## config.mk

```make
export PLATFORM = sky130hd
export DESIGN_NAME = apb_uart_tx_fifo_ctrl
export DESIGN_NICKNAME = d
export VERILOG_FILES = /design/src/rtl/apb_uart_tx_fifo_ctrl.sv
export SDC_FILE = /design/constraint.sdc
export NUM_CORES = 1
export LEC_CHECK = 0
export ABC_AREA = 1
export ABC_CLOCK_PERIOD_IN_PS = 6000
export CAP_MARGIN = 30
export CORE_MARGIN = 4
export CORE_UTILIZATION = 30
export CTS_CLUSTER_DIAMETER = 80
export CTS_CLUSTER_SIZE = 30
export DETAILED_ROUTE_END_ITERATION = 8
export SYNTH_ARGS = -nofsm -noshare
export SYNTH_HDL_FRONTEND = slang
export SYNTH_SLANG_ARGS = --single-unit
export TNS_END_PERCENT = 10
```

## constraint.sdc

```tcl
create_clock -name clk -period 6 [get_ports clk]
set_input_delay 0.6 -clock clk [delete_from_list [all_inputs] [get_ports clk]]
set_output_delay 0.6 -clock clk [all_outputs]
set_load 0.05 [all_outputs]
```

## src/rtl/apb_uart_tx_fifo_ctrl.sv

```systemverilog
// apb_uart_tx_fifo_ctrl: APB-mapped transmit FIFO for a UART core.
// The CPU pushes characters; a small FSM drains them over valid/ready.
module apb_uart_tx_fifo_ctrl #(
  parameter int ADDR_W     = 12,
  parameter int DATA_W     = 8,
  parameter int DEPTH      = 16,
  parameter int GAP_CYCLES = 0
) (
  input  logic              clk,
  input  logic              resetn,
  input  logic              psel,
  input  logic              penable,
  input  logic              pwrite,
  input  logic [ADDR_W-1:0] paddr,
  input  logic [31:0]       pwdata,
  output logic [31:0]       prdata,
  output logic              pready,
  output logic              pslverr,
  output logic [DATA_W-1:0] tx_data,
  output logic              tx_valid,
  input  logic              tx_ready,
  output logic              irq
);

  localparam int AW = $clog2(DEPTH);
  localparam int PW = AW + 1;
  localparam int GW = (GAP_CYCLES > 1) ? $clog2(GAP_CYCLES) : 1;
  localparam int GL = (GAP_CYCLES > 0) ? GAP_CYCLES - 1 : 0;

  localparam logic [1:0] IDLE    = 2'd0;
  localparam logic [1:0] LOAD    = 2'd1;
  localparam logic [1:0] PRESENT = 2'd2;
  localparam logic [1:0] GAP     = 2'd3;

  logic              access;
  logic              wr_acc;
  logic              rd_acc;
  logic [1:0]        idx;
  logic [PW-1:0]     wr_ptr;
  logic [PW-1:0]     rd_ptr;
  logic [PW-1:0]     level;
  logic [7:0]        lvl8;
  logic              empty;
  logic              full;
  logic              tx_en;
  logic              irq_en;
  logic [7:0]        thresh;
  logic              ovf;
  logic              flush;
  logic              tx_wr;
  logic              push;
  logic              pop;
  logic              ovf_set;
  logic              ovf_clr;
  logic              accept;
  logic [1:0]        state;
  logic [1:0]        state_nx;
  logic [GW-1:0]     gap_cnt;
  logic [DATA_W-1:0] mem [DEPTH];
  logic              unused_bits;

  // Upper address bits alias; only part of the write word is decoded.
  assign unused_bits = ^{paddr, pwdata};

  assign access  = psel & penable;
  assign wr_acc  = access & pwrite;
  assign rd_acc  = access & ~pwrite;
  assign idx     = paddr[3:2];
  assign level   = wr_ptr - rd_ptr;
  assign lvl8    = 8'(level);
  assign empty   = (level == '0);
  assign full    = (level == PW'(DEPTH));
  assign flush   = wr_acc & (idx == 2'd0) & pwdata[2];
  assign tx_wr   = wr_acc & (idx == 2'd2);
  assign push    = tx_wr & ~full & ~flush;
  assign ovf_set = tx_wr & full & ~flush;
  assign ovf_clr = wr_acc & (idx == 2'd1) & pwdata[2];
  assign pop     = (state == LOAD) & ~flush;
  assign accept  = (state == PRESENT) & tx_ready;
  assign pready  = 1'b1;
  assign pslverr = ovf_set;

  // FIFO storage; no reset needed since level gates every read.
  always_ff @(posedge clk) begin
    if (push) mem[wr_ptr[AW-1:0]] <= pwdata[DATA_W-1:0];
  end

  // Read/write pointers; flush rewinds both on the write edge.
  always_ff @(posedge clk or negedge resetn) begin
    if (!resetn) begin
      wr_ptr <= '0;
      rd_ptr <= '0;
    end else if (flush) begin
      wr_ptr <= '0;
      rd_ptr <= '0;
    end else begin
      if (push) wr_ptr <= wr_ptr + PW'(1);
      if (pop)  rd_ptr <= rd_ptr + PW'(1);
    end
  end

  // Control and sticky overflow registers.
  always_ff @(posedge clk or negedge resetn) begin
    if (!resetn) begin
      tx_en  <= 1'b0;
      irq_en <= 1'b0;
      thresh <= '0;
      ovf    <= 1'b0;
    end else begin
      if (wr_acc && idx == 2'd0) begin
        tx_en  <= pwdata[0];
        irq_en <= pwdata[1];
        thresh <= pwdata[15:8];
      end
      if (ovf_set)      ovf <= 1'b1;
      else if (ovf_clr) ovf <= 1'b0;
    end
  end

  // Registered read data, captured in the access cycle.
  always_ff @(posedge clk or negedge resetn) begin
    if (!resetn) begin
      prdata <= '0;
    end else if (rd_acc) begin
      case (idx)
        2'd0:    prdata <= {16'h0, thresh, 6'h0, irq_en, tx_en};
        2'd1:    prdata <= {16'h0, lvl8, 5'h0, ovf, full, empty};
        default: prdata <= '0;
      endcase
    end
  end

  // Drain FSM next state.
  always_comb begin
    state_nx = state;
    case (state)
      IDLE:    if (tx_en & ~empty & ~flush) state_nx = LOAD;
      LOAD:    state_nx = flush ? IDLE : PRESENT;
      PRESENT: if (tx_ready) state_nx = (GAP_CYCLES > 0) ? GAP : IDLE;
      GAP:     if (flush || gap_cnt == '0) state_nx = IDLE;
      default: state_nx = IDLE;
    endcase
  end

  // FSM state, presented character and inter-character gap counter.
  always_ff @(posedge clk or negedge resetn) begin
    if (!resetn) begin
      state    <= IDLE;
      tx_valid <= 1'b0;
      tx_data  <= '0;
      gap_cnt  <= '0;
    end else begin
      state <= state_nx;
      if (pop) begin
        tx_data  <= mem[rd_ptr[AW-1:0]];
        tx_valid <= 1'b1;
      end else if (accept) begin
        tx_valid <= 1'b0;
      end
      if (accept)
        gap_cnt <= GW'(GL);
      else if (state == GAP && gap_cnt != '0)
        gap_cnt <= gap_cnt - GW'(1);
    end
  end

  // Level-threshold interrupt, one cycle behind the level.
  always_ff @(posedge clk or negedge resetn) begin
    if (!resetn) irq <= 1'b0;
    else         irq <= irq_en & tx_en & (lvl8 <= thresh);
  end

endmodule
```

==> results of run 1 <==
metrics by stage:
stage | instance area [µm²] | setup WS [ps]
floorplan | 7900 | 3040
global placement | 8540 | 2070
detailed placement | 8590 | 2070
CTS | 9210 | 1580
global route | 9210 | 1440
finish | 9210 | 1660
layout make-up:
class / count / area, µm²
Clock buffer: 25 / 552
Clock inverter: 7 / 61.3
Fill cell: 2515 / 16200
Inverter: 57 / 216
Multi-Input combinational cell: 503 / 2390
Sequential cell: 173 / 4970
Tap cell: 330 / 413
Timing Repair Buffer: 65 / 601
report_power, final:
part | switching [mW] | internal, mW | leakage [nW]
clock network | 0.461 | 0.651 | 0.303
registers | 0.0724 | 1.38 | 1.70
logic | 0.988 | 0.431 | 1.65
critical path, cell delays in order, from the launching register on:
cell and delay, ps:
dfrtp_1 350, buf_4 260, inv_2 580, fa_1 590, inv_1 80, nand2_1 50, nor2_2 250, nand4_1 220
inv_1 110, clkdlybuf4s50_1 800
routing by layer:
metal  share of wire (%)  routed length [µm]  up-vias
met5                   0                   0        -
met4                 1.9                 332        0
met3                 4.3                 761       28
met2                  47                8230      132
met1                  47                8250     2449
li1                    -                   -     2627
layout by cell type, fill, tap and decap left out, types with 2 or more instances in the layout:
master and instances:
a21oi_1 16, a31oi_1 4, buf_2 4, buf_4 16, clkbuf_1 2, clkbuf_16 21, clkdlybuf4s50_1 44, clkinv_4 3
conb_1 22, dfrtp_1 44, edfxtp_1 128, ha_1 14, inv_1 52, inv_2 3, inv_6 4, nand2_1 149
nand2_2 2, nand2_4 2, nand3_1 42, nand4_1 8, nor2_1 131, nor2_8 2, nor3_1 16, nor3_2 2
nor3b_1 2, o21ai_0 69, o21ai_1 9, xor2_1 3
sequential cells by signal (all words and copies together) (netlist names):
name,flops
mem,128
prdata,11
thresh,8
tx_data,8
rd_ptr,5
wr_ptr,5
state,2
gap_cnt,1
irq,1
irq_en,1
ovf,1
tx_en,1
tx_valid,1
cell families (layout without fill, tap and decap cells):
family	after synthesis	count (layout)	share of synthesized area (%)
AND/OR/NAND/NOR	361	361	19.8
flip-flops	173	173	63.5
buffers and inverters	109	154	6.95
AO/OA/AOI/OAI	101	101	6.63
adder cells (fa/ha/maj)	15	15	2.49
XOR/XNOR	4	4	0.544
other	2	22	0.0960
final timing paths:
check	slack [ps]	endpoint	start
worst max-delay path	1660	pslverr	rd_ptr[1]
worst min-delay path	120	tx_data[7]	resetn
worst max register to register	2490	mem[7][7]	rd_ptr[1]
worst min register to register	480	prdata[14]	prdata[14]
max in group asynchronous	5360	wr_ptr[1]	resetn
min in group clk	480	prdata[14]	prdata[14]
==> metrics.md, run 1 <==
| Metric | Value |
|---|---|
| Mapped Cells | 765 |
| Top cell type by total area after synthesis | edfxtp_1 |
| CTS root buf | clkbuf_16 |
| Tot Pwr | 3.98 mW |
| Sink Count | 173 |
| RSZ-0062 raised after global routing | no |
| First-pass GRT wire length | 28000 µm |
| CP endpoint kind | output pin |
| Final WL | 17600 µm |
| Routed Antenna Nets | 0 |
| GR Util All Layers | 12.5% |
| Post-synth EDFFs | 128 |
| Max IR drop VDD | 242 µV |
| Wirelength per Cell | 15.2 µm |
| R2R cell count | 11 |
| Slew HR | 33.8% |
| Initial antenna violation count | 0 |
| # DRC | 0 |
| Vias in the first global route | 5035 |
| CP startpoint kind | flop |
| CTS resizes | 0 |
| Yosys Warn Count | 0 |
| Proportion of layout cells with a drive suffix above 1 | 8.43% |
| Hold_buf cts | 0 |
| Worst-path maximum fanout | 35 |
| Largest net degree at the start of global routing | 68 |
| Post-synth top cells | nand2_1 (149), nor2_1 (131), edfxtp_1 (128), o21ai_0 (69), inv_1 (52) |
| Final hold slack | 121 ps |
| Vias/cell | 4.51 |
| Placed cells | 1128 |
| Final period util | 72.4% |
| Status | finished, final reports clean |
| Core area | 0.0254 mm² |
| Sequential share of the synthesized area | 63.5% |
| Syn Area/Cell | 10.2 µm² |
| Die X | 170 µm |
| Area fraction of the dominant cell type after synthesis | 49.1% |
| # rows | 58 |
| Worst-Margin Slew | 992 ps |
| FFs w/ async S/R, synth | 26.0% |
| Distinct cells, synth | 39 |
| Synthesis-to-finish area growth | 17.6% |
| CTS tree | done |
| Post-CTS Setup Inserts | 0 |
| Total grt overflow | 0 |
| GR Util met3 | 2.24% |
| Path type of the worst setup path | reg2out |
| HPWL Detailed | 11300 µm |
| Total die area | 0.0287 mm² |
| GPL Wtd Cong | 0.799 |
| Clk pin slew, worst setup/hold paths | 70 ps |
| Min Tclk post-route | 4340 ps |
| Finished Layout Cells | 1160 |
| Ant diodes | 0 |
| Final TNS setup | 0 ps |
| Top-count cell post-synth | nand2_1 |
| PwrDens | 433 mW/mm² |
| DR iter-0 viols | 453 |
| Total number of vias | 5236 |
| M1 GR Usage | 17.0% |
| Die height | 170 µm |
| Top_reg_cell synth | edfxtp_1 |
| First-pass DRT Iterations | 4 |
| Critical Path RT | 5400 ps |
| WP data arrival | 3740 ps |
| Total CTS buffers | 17 |
| Hold Path Class | in2async |
| Final Net Count | 882 |
| Post-route clock skew | 13.1 ps |
| Hold Fails Final Rpt | 0 |
| Max cap viols | 0 |
| Initial Utilization | 30.8% |
| Clock Path Buffers | 2 |
| Port buffer count | 45 |
| Leakage | 3.66 nW |
| Post-Syn Area | 0.00783 mm² |
| Clock Latency Late Sink | 430 ps |
| H-tree levels | 4 |
| Final setup fails | 0 |
| Final Max Tran Viols | 0 |
| Met2 usage | 20.5% |
| F_max | 230 MHz |
| Number of synthesized register bits | 173 |
| Num ports | 94 |
| Most Used Layer, Global Route | met2 |
| Top post-synthesis cells by area | edfxtp_1 (49%), dfrtp_1 (14%), nand2_1 (7.1%), nor2_1 (6.3%), o21ai_0 (4.4%) |
| Final Util | 36.2% |
No activity file was read; power rests on OpenSTA's default activity.
==> run 2, diff against run 1 <==
Settings changed: ABC_CLOCK_PERIOD_IN_PS 6000 to 4100.
Clock period 6 ns to 4.1 ns, I/O delays scaled along.
==> metrics.md, run 2 (synthesized netlist as in run 1, its figures left out) <==
| Metric | Value |
|---|---|
| GPL Wtd Cong | 0.790 |
| CTS root buf | clkbuf_16 |
| Min Tclk post-route | 3090 ps |
| Hold Path Class | in2async |
| Final hold slack | 421 ps |
| Final TNS setup | 0 ps |
| Worst-Margin Slew | 856 ps |
| Status | finished, final reports clean |
| Comb power frac | 36.3% |
| Clk pin slew, worst setup/hold paths | 70 ps |
| Total die area | 0.0287 mm² |
| Slew HR | 42.8% |
| R2R cell count | 11 |
| Post-CTS Setup Inserts | 0 |
| Final setup fails | 0 |
| DP Worst Slack | 1120 ps |
| Total number of vias | 5372 |
| Critical Path RT | 3690 ps |
| Num ports | 94 |
| Max FFs per register | 128 |
| CTS resizes | 0 |
| Final Net Count | 888 |
| Final Max Tran Viols | 0 |
| Initial Utilization | 30.8% |
| Clock Latency Late Sink | 430 ps |
| WP data arrival | 2680 ps |
| Max cap viols | 0 |
| RSZ-0062 raised after global routing | no |
| Most frequent cells in the layout | nand2_1 (149), nor2_1 (131), edfxtp_1 (128) |
| # DRC | 0 |
| Max IR drop VDD | 348 µV |
| CTS tree | done |
| PwrDens | 635 mW/mm² |
| NetSw | 2.26 mW |
| GR Util All Layers | 12.8% |
| Tot Pwr | 5.87 mW |
| Port buffer count | 45 |
| Ant diodes | 0 |
| Final period util | 75.4% |
| HPWL Detailed | 11400 µm |
| Proportion of layout cells with a drive suffix above 1 | 9.09% |
| First-pass GRT wire length | 28500 µm |
| Placed cells | 1133 |
| Filler cell count | 2532 |
| Reg power frac | 36.1% |
| Synthesis-to-finish area growth | 18.0% |
| Part of the power in the clock network | 27.6% |
| Finished Layout Cells | 1166 |
| Clock Path Buffers | 2 |
| Vias/cell | 4.61 |
| Path type of the worst setup path | reg2out |
| First-pass DRT Iterations | 5 |
| Sink Count | 173 |
| CP startpoint kind | flop |
| Sw Ratio | 38.5% |
| Post-route clock skew | 12.2 ps |
| H-tree levels | 4 |
| # rows | 58 |
| Wirelength per Cell | 15.3 µm |
| DR iter-0 viols | 459 |
| Final WL | 17800 µm |
| F_max | 323 MHz |
| Hold Fails Final Rpt | 0 |
| Core area | 0.0254 mm² |
| Die X | 170 µm |
| Worst-path maximum fanout | 5 |
| Largest net degree at the start of global routing | 68 |
| Total grt overflow | 0 |
| Leakage | 3.68 nW |
| Routed Antenna Nets | 0 |
| Cell Int Power | 3.61 mW |
| Vias in the first global route | 5253 |
| Total CTS buffers | 17 |
| Initial antenna violation count | 0 |
| CP endpoint kind | output pin |
| Final setup margin | 1010 ps |
| Die height | 170 µm |
| Commonest non-fill, non-tap cell in the layout | nand2_1 |
-- run 2: stage by stage --
stage                     util, %  cell area [µm²]
after global routing         36.4             9240
after CTS                    36.4             9240
after global placement       33.9             8610
final                        36.4             9240
after floorplan                 -             7900
after detailed placement     34.0             8630
-- run 2: metal layers --
| metal | routed length [µm] | vias up | track usage [%] | share of wire (%) |
|---|---|---|---|---|
| met4 | 487 | 0 | 5.22 | 2.7 |
| met2 | 8280 | 139 | 20.3 | 47 |
| met5 | 0 | - | 0 | 0 |
| met3 | 1030 | 34 | 2.66 | 5.8 |
| li1 | - | 2634 | - | - |
| met1 | 7990 | 2565 | 17.1 | 45 |
-- run 2: area by class of cell --
cell class	count	area, µm²	share of cell area (%)
Clock buffer	19	443	4.80
Clock inverter	13	153	1.65
Inverter	57	216	2.34
Multi-Input combinational cell	503	2390	25.8
Sequential cell	173	4970	53.8
Tap cell	330	413	4.47
Timing Repair Buffer	71	653	7.07
-- run 2: worst paths after layout --
path | from | slack, ps | to
worst min register to register | prdata[15] | 490 | prdata[15]
worst min-delay path | resetn | 420 | tx_data[4]
worst max register to register | wr_ptr[0] | 1180 | mem[15][7]
worst max-delay path | wr_ptr[0] | 1010 | pslverr
min in group clk | prdata[15] | 490 | prdata[15]
max in group asynchronous | resetn | 3170 | rd_ptr[0]
-- run 2: timing repair --
item                                    4_1_cts  5_1_grt
endpoints found under the setup margin        0        0
hold buffers                                  1        0
endpoints found under the hold margin        11        0
-- run 2: worst max-delay path: stages (launching register included) --
cell and delay (ps):
dfrtp_1 430, inv_1 160, ha_1 170, inv_1 60, fa_1 520, inv_1 80, nand2_1 60, nor2_2 240
nand4_1 220, inv_1 110, buf_4 200
-- run 2: power groups by stage --
stage | Clock (mW) | Sequential, mW | Combinational (mW)
2_1_floorplan | 0 | 2.35 | 1.34
3_3_place_gp | 0 | 2.15 | 2.11
3_5_place_dp | 0 | 2.15 | 2.14
4_1_cts | 1.65 | 2.12 | 2.15
5_1_grt | 1.73 | 2.14 | 2.41
6_report | 1.62 | 2.11 | 2.13
